### config.mk
export PLATFORM = sky130hd
export DESIGN_NAME = bbot_encoder_sampler
export DESIGN_NICKNAME = d
export VERILOG_FILES = /design/src/rtl/bbot_encoder_sampler.sv
export SDC_FILE = /design/constraint.sdc
export NUM_CORES = 1
export LEC_CHECK = 0
export ABC_AREA = 1
export CAP_MARGIN = 10
export CORE_AREA = 5 5 176 161
export CTS_CLUSTER_DIAMETER = 100
export CTS_CLUSTER_SIZE = 30
export DETAILED_ROUTE_END_ITERATION = 7
export DIE_AREA = 0 0 181 166
export PLACE_DENSITY = 0.77
export SETUP_SLACK_MARGIN = 0.5
export SLEW_MARGIN = 20
export SYNTH_ARGS = -nofsm -noshare
export SYNTH_HDL_FRONTEND = slang
export SYNTH_SLANG_ARGS = --single-unit
export TNS_END_PERCENT = 5
### constraint.sdc
create_clock -name clock -period 2.8 [get_ports clock]
set_clock_uncertainty 0.15 [all_clocks]
set_input_delay 0.56 -clock clock [delete_from_list [all_inputs] [get_ports clock]]
set_output_delay 0.56 -clock clock [all_outputs]
set_load 0.02 [all_outputs]
### src/rtl/bbot_encoder_sampler.sv
// bbot_encoder_sampler: periodic wheel-counter zeroing, snapshot and saturated velocity with valid/ack handoff
module bbot_encoder_sampler #(
    parameter int PERIOD_CYCLES = 50000
) (
    input  logic        clock,
    input  logic        reset_l,
    input  logic        enable,
    input  logic        zero_req,
    input  logic [31:0] left_count,
    input  logic [31:0] right_count,
    output logic        enc_reset_l,
    output logic [31:0] left_pos,
    output logic [31:0] right_pos,
    output logic [15:0] left_vel,
    output logic [15:0] right_vel,
    output logic        sample_valid,
    input  logic        sample_ack,
    output logic        overrun
);
    typedef enum logic [2:0] {ZERO0, ZERO1, SETTLE, PRIME, IDLE, RUN} state_t;
    localparam int TW = $clog2(PERIOD_CYCLES);
    localparam logic [TW-1:0] LAST = TW'(PERIOD_CYCLES - 1);
    localparam logic [31:0] MID = 32'h8000_0000;
    state_t state;
    logic [TW-1:0] timer;
    logic [31:0] left_base, right_base;
    function automatic logic [15:0] sat16(input logic [31:0] d);
        return ($signed(d) > 32'sd32767) ? 16'h7fff : ($signed(d) < -32'sd32768) ? 16'h8000 : d[15:0];
    endfunction
    // Sequencer: zero pulse, baseline priming, periodic capture and handshake bookkeeping
    always_ff @(posedge clock or negedge reset_l) begin
        if (!reset_l) begin
            state        <= ZERO0;
            enc_reset_l  <= 1'b0;
            left_pos     <= MID;
            right_pos    <= MID;
            left_vel     <= '0;
            right_vel    <= '0;
            sample_valid <= 1'b0;
            overrun      <= 1'b0;
            timer        <= '0;
            left_base    <= MID;
            right_base   <= MID;
        end else begin
            if (sample_valid && sample_ack)
                sample_valid <= 1'b0;
            case (state)
                ZERO0: begin
                    state       <= ZERO1;
                    enc_reset_l <= 1'b0;
                end
                ZERO1: begin
                    state       <= SETTLE;
                    enc_reset_l <= 1'b1;
                end
                SETTLE: state <= PRIME;
                default: begin
                    if (zero_req) begin
                        state        <= ZERO0;
                        enc_reset_l  <= 1'b0;
                        sample_valid <= 1'b0;
                        overrun      <= 1'b0;
                        timer        <= '0;
                    end else if (state == PRIME) begin
                        left_base  <= left_count;
                        right_base <= right_count;
                        timer      <= '0;
                        state      <= enable ? RUN : IDLE;
                    end else if (!enable) begin
                        state <= IDLE;
                        timer <= '0;
                    end else if (state == IDLE) begin
                        state <= PRIME;
                    end else if (timer == LAST) begin
                        left_pos     <= left_count;
                        right_pos    <= right_count;
                        left_base    <= left_count;
                        right_base   <= right_count;
                        left_vel     <= sat16(left_count - left_base);
                        right_vel    <= sat16(right_count - right_base);
                        timer        <= '0;
                        sample_valid <= 1'b1;
                        overrun      <= overrun | (sample_valid & ~sample_ack);
                    end else begin
                        timer <= timer + TW'(1);
                    end
                end
            endcase
        end
    end
endmodule

* Word-level counts from Yosys, hierarchy flattened
Cells that the tools add are included.
Word-level totals: bits of input ports 69, bits in registers 182, output and inout port bits 99, logic and storage cells 86
Operators by class: bitwise logic cells 8, add/sub/neg operators 3, order comparisons 4, equality and inequality tests 10, mux-type cells 37, reductions and logical operators 13
Operators by type and width (number):
- 32-bit two-way mux | 8
- 16-bit two-way mux | 9
- 32-bit by 16-bit > comparator with 1-bit output (second input constant) | 2
- 32-bit by 16-bit less-than comparator with 1-bit output (second input constant) | 2
- 32-bit subtractor | 2
- 16-bit by 1-bit adder with 16-bit output (second input constant) | 1
- 16-bit equality test (second input constant) | 1
- 1-bit two-way mux | 14
- 3-bit two-way mux | 4
- 5-bit AND reduction | 2
- 3-bit one-hot mux with 3 select lines | 1
- 2-bit nonzero test | 4
- 7-bit by 1-bit inequality test with 1-bit output (second input constant) | 1
- 3-bit by 2-bit equality test with 1-bit output (second input constant) | 2
- 2-bit inequality test (second input constant) | 3
- 1-bit inverter | 6
- 6-bit AND reduction | 1
- 4-bit inequality test (second input constant) | 1
- 2-bit AND reduction | 2
- 3-bit by 1-bit equality test with 1-bit output (second input constant) | 1
- 3-bit equality test (second input constant) | 1
- 3-bit logical NOT | 1
- 1-bit one-hot mux with 3 select lines | 1
- 3-bit nonzero test | 1
- 4 further kinds | 4

* Depth between registers and ports, before layout
word-level depth 8, depth in mapped cells 22

* Least setup slack after synthesis
Ideal clock, no wire load.
path kind in2reg, start point in left_count[0], end point reg left_vel[10], data required time 2.529 ns, setup slack -0.110 ns, cell stages on the path 20, setup time 0.121 ns, arrival time 2.639 ns, cell sequence inv_1 -> ha_1 -> fa_1 -> inv_1 -> nand3_1 -> nand3_2 -> nand2_1 -> nand2_1 -> nand2_1 -> nand2_1 -> nand2_1 -> nand2_1 -> nand2_1 -> nand2_1 -> nand2_1 -> nor2_1 -> nand3_1 -> a21oi_4 -> buf_6 -> a21oi_2
Between the ends: longest elaborated chain between the ends 4
Ends and longest elaborated chain:
- start, declared | line 9 | input logic [31:0] left_count,
- 32-bit subtractor (*) | line 79 | left_vel <= sat16(left_count - left_base);
- 32-bit by 16-bit less-than comparator with 1-bit output | line 28 | return ($signed(d) > 32'sd32767) ? 16'h7fff : ($signed(d) < -32'sd32768) ? 16'h8000 : d[15:0];
- 16-bit two-way mux | line 28
- 16-bit two-way mux (*) | line 28
- end signal, assigned | line 79
- end, declared | line 14 | output logic [15:0] left_vel,
Mark *: on every way between the ends. The rest lies on a longest branch, timed or not. A chain may end at the register's enable or synchronous reset.

* Final worst setup path
start point reg right_base[0], end point reg right_vel[12]
Between the ends: longest elaborated chain between the ends 4
Ends and longest elaborated chain:
- start, declared | line 26 | logic [31:0] left_base, right_base;
- start signal, assigned | line 66 | right_base <= right_count;
- start signal, assigned | line 78 | right_base <= right_count;
- 32-bit subtractor (*) | line 80 | right_vel <= sat16(right_count - right_base);
- 32-bit by 16-bit less-than comparator with 1-bit output | line 28
- 16-bit two-way mux | line 28
- 16-bit two-way mux (*) | line 28
- end signal, assigned | line 80
- end, declared | line 15 | output logic [15:0] right_vel,
Marks and branches as above.

==> results <==
-- per-stage QoR --
step / std cells / hold slack [ns] / setup slack, ns / util / area, µm²
finish: 2794 / 0.325 / -0.0831 / 0.729 / 19300
floorplan: 2047 / 0.114 / 0.0345 / - / 13400
global route: 2794 / 0.346 / -0.253 / 0.729 / 19300
global placement: 2735 / 0.305 / -0.773 / 0.642 / 17000
CTS: 2791 / 0.326 / -0.0380 / 0.711 / 18800
detailed placement: 2735 / 0.309 / -0.812 / 0.642 / 17000
-- worst register-to-register path, cell delays in order (launching register included) --
cell	delay [ns]
dfrtp_1	0.41
ha_4	0.18
fa_2	0.37
inv_2	0.08
buf_6	0.09
nand2_2	0.04
nand2_2	0.08
nand3_2	0.07
nand2_2	0.09
nand2_2	0.07
nand2_2	0.08
nand2_1	0.06
nand2_2	0.07
nand3_2	0.09
nor3_4	0.21
nand3_2	0.12
a21oi_4	0.23
buf_12	0.14
buf_16	0.12
a21oi_2	0.05
-- worst max path at each step --
stage / cells after the start / endpoint / slack, ns
6_report: 19 / right_vel[12]$_DFFE_PN0P_ / -0.08
4_1_cts: 21 / right_vel[12]$_DFFE_PN0P_ / -0.04
2_1_floorplan: 20 / left_vel[10]$_DFFE_PN0P_ / 0.03
3_3_place_gp: 21 / left_vel[0]$_DFFE_PN0P_ / -0.77
5_1_grt: 21 / right_vel[12]$_DFFE_PN0P_ / -0.25
3_5_place_dp: 21 / left_vel[4]$_DFFE_PN0P_ / -0.81
-- final cells by class --
type	instances	area, µm²	share of cell area
well taps	354	443	0.0230
multi-input cells	1323	8260	0.429
flip-flops and latches	182	4560	0.237
clock inverters	13	123	0.00636
repair buffers	395	3520	0.183
clock buffers	19	443	0.0230
inverters	508	1920	0.0997
-- report_power, final --
group	internal (W)	switching, W	leakage (nW)
registers	0.00307	0.000305	2.28
logic	0.00476	0.00629	8.30
clock network	0.00126	0.00116	0.272
total	0.00909	0.00775	10.9
-- flip-flops by register name, summed over array words and instances (netlist names) --
name          cells
left_base        32
left_pos         32
right_base       32
right_pos        32
left_vel         16
right_vel        16
timer            16
state             3
enc_reset_l       1
overrun           1
sample_valid      1
-- metal layers --
layer	vias to the layer above	wire length [µm]
li1	6938	-
met1	6406	18700
met5	-	0
met4	0	749
met3	63	2140
met2	417	19900
-- logic make-up after synthesis --
group           Yosys count
mux                       4
compound gates          252
xor+xnor                 31
fa+ha+maj                65
buf+inv                 543
flops                   182
simple gates            970
-- cells in the final DEF, fill, tap and decap left out, types with 10 or more instances in the layout --
cell,count
o21ai_2,13
o21ai_0,44
clkdlybuf4s50_1,105
nor2_2,42
dfrtp_1,177
inv_1,485
nand2_2,92
buf_12,10
ha_4,57
a21oi_2,53
nor2_1,140
inv_2,21
xor2_1,23
nand3_1,65
a21oi_1,93
nand3_2,20
clkbuf_16,18
buf_4,210
o21ai_1,24
nand4_1,15
nor3_1,14
nor2_4,14
nand2_1,519
dlygate4sd2_1,57
nand2_4,22
-- repair_timing --
item                                    4_1_cts  5_1_grt
hold buffers                                  1        0
endpoints found under the setup margin      155      157
setup buffers                                20        3
gates resized for setup                     235      163
pin swaps                                    62       69
endpoints found under the hold margin        48        0
cloned                                        3        0
==> results.json <==
{
  "timing.setup.tns_ns": -1.13,
  "first_global_vias": 13520,
  "synthesis.area_per_instance_um2": 6.53,
  "worst_ir_drop_vdd_mv": 0.517,
  "postLayoutSetupSlackWorst_ns": -0.0831,
  "cts.reportedPaths.clkPinSlew_ns": 0.07,
  "die_width_um": 181,
  "seq_area_frac_synth": 0.341,
  "grt.total_usage": 0.272,
  "rsz0062_at_grt": "true",
  "pin_count": 168,
  "status": "finished with violations",
  "slew_violations": 0,
  "synth.net_count": 2181,
  "critical-path-top-cell-by-count": "nand2_2",
  "worst_hold_path.endpoint": "left_pos[18]$_DFFE_PN0P_",
  "regToRegSetupSlack_ns": -0.08,
  "timing.reg2reg.worst_path_depth": 19,
  "cp_max_fo": 7,
  "synth-edff-count": 0,
  "max-slew-margin-rel": 0.583,
  "gr-usage-met2": 0.454,
  "synth_compound_area_frac": 0.109,
  "p_leak_nw": 10.9,
  "reg2reg_from": "right_base[0]$_DFFE_PN0P_",
  "maxClockFrequency_ghz": 0.347,
  "synth.area.mux_share": 0.00299,
  "initial_utilization": 0.505,
  "critPathRequiredTime_ns": 2.99,
  "synth_seq_cells": 182,
  "main_combinational_cell_family_by_area_after_synthesis": "simple AND/OR/NAND/NOR gates",
  "power_w": 0.0168,
  "cp_top_family": "simple AND/OR/NAND/NOR gates",
  "min_period_over_period": 1.03,
  "detail_route.wirelength_um": 41400,
  "detail_route.iter0.violations": 964,
  "crit_chain": "ha_4, fa_2, inv_2, buf_6, nand2_2, nand2_2, nand3_2, nand2_2, nand2_2, nand2_2, nand2_1, nand2_2, nand3_2, nor3_4, nand3_2, a21oi_4, buf_12, buf_16, a21oi_2",
  "globalRouteMet1Util": 0.374,
  "remaining_number_of_nets_flagged_by_the_antenna_check_after_routing": 0,
  "grt_first_pass_wirelength_um": 67600,
  "use_met3": 0.0416,
  "netlist.top_cell.by_area": "dfrtp_1",
  "critical_path_class": "reg2reg",
  "globalplace.congestion": 0.933,
  "antenna_cells": 0,
  "synth-simple-area-share": 0.306,
  "asyncSetResetFlopFracSynth": 1.00,
  "post-route-min-period_ns": 2.88,
  "tightest_slew_ns": 0.621,
  "timing.hold.worst.class": "reg2reg",
  "cp_slowest_stage_delay_ns": 0.41,
  "crit_path_start_kind": "flop",
  "ys.warnings.count": 0,
  "post_synth_most_frequent_cells": "593 x nand2_1, 497 x inv_1, 180 x nor2_1, 178 x dfrtp_1, 123 x a21oi_1",
  "post_synth_num_cell_types": 45,
  "synthTopCellsByArea": "dfrtp_1 33%, nand2_1 17%, inv_1 14%, ha_1 5.9%, nor2_1 5.1%",
  "grt_antenna_before_repair": 0,
  "die_h_um": 166,
  "max_cap_violations": 0,
  "worstPathArrival_ns": 3.08,
  "coreArea_mm2": 0.0265,
  "worst_hold_path.num_cells": 2,
  "area_growth_pct": 44.1,
  "timing.critical_path.buf_inv": 4,
  "route.vias.total": 13824,
  "cp_slowest_cell": "dfrtp_1",
  "synthFlopType": "dfrtp_1",
  "yosysMostFrequentCell": "nand2_1",
  "numPortBuffers": 167,
  "cts_tree": "built",
  "insertion_delay_ns": 0.46,
  "crit-reg2reg-capture": "right_vel[12]$_DFFE_PN0P_",
  "cts-root-buf": "clkbuf_16",
  "nNetsFinal": 2561,
  "setup_crit_end_kind": "flop",
  "critical_path.startpoint": "right_base[0]$_DFFE_PN0P_",
  "htree_levels": 4,
  "detailed_place_hpwl_um": 29600,
  "post_route_cells_drive_above_1_share": 0.260,
  "grt_peak_use_layer": "met2",
  "dr.pass1.iters": 6,
  "synth_area_mm2": 0.0134,
  "grt_overflow_total": 0,
  "p_per_area_mw_per_mm2": 874,
  "wire_per_inst_um": 14.8,
  "cts_buffers": 17,
  "post-route-drc-count": 0,
  "report.final.hold_viol_count": 0,
  "yosys.area_share.adder": 0.0619,
  "failed_checks": "negative setup slack",
  "rows": 57,
  "holdCritStartpoint": "left_pos[18]$_DFFE_PN0P_",
  "synthesis.instances": 2047,
  "average_vias_per_placed_instance": 4.95,
  "post-synth-top-area-fraction": 0.333,
  "nFillCells": 2032,
  "design.die.area_mm2": 0.0300,
  "xor_xnor_portion_of_the_synthesized_cell_area": 0.0214,
  "clkSinkCount": 182,
  "final-setup-viol-count": 30,
  "buffers_from_clock_root_to_sink_at_most": 2,
  "grt_start_max_net_pins": 81
}
Power figures use the tool's default switching activity.
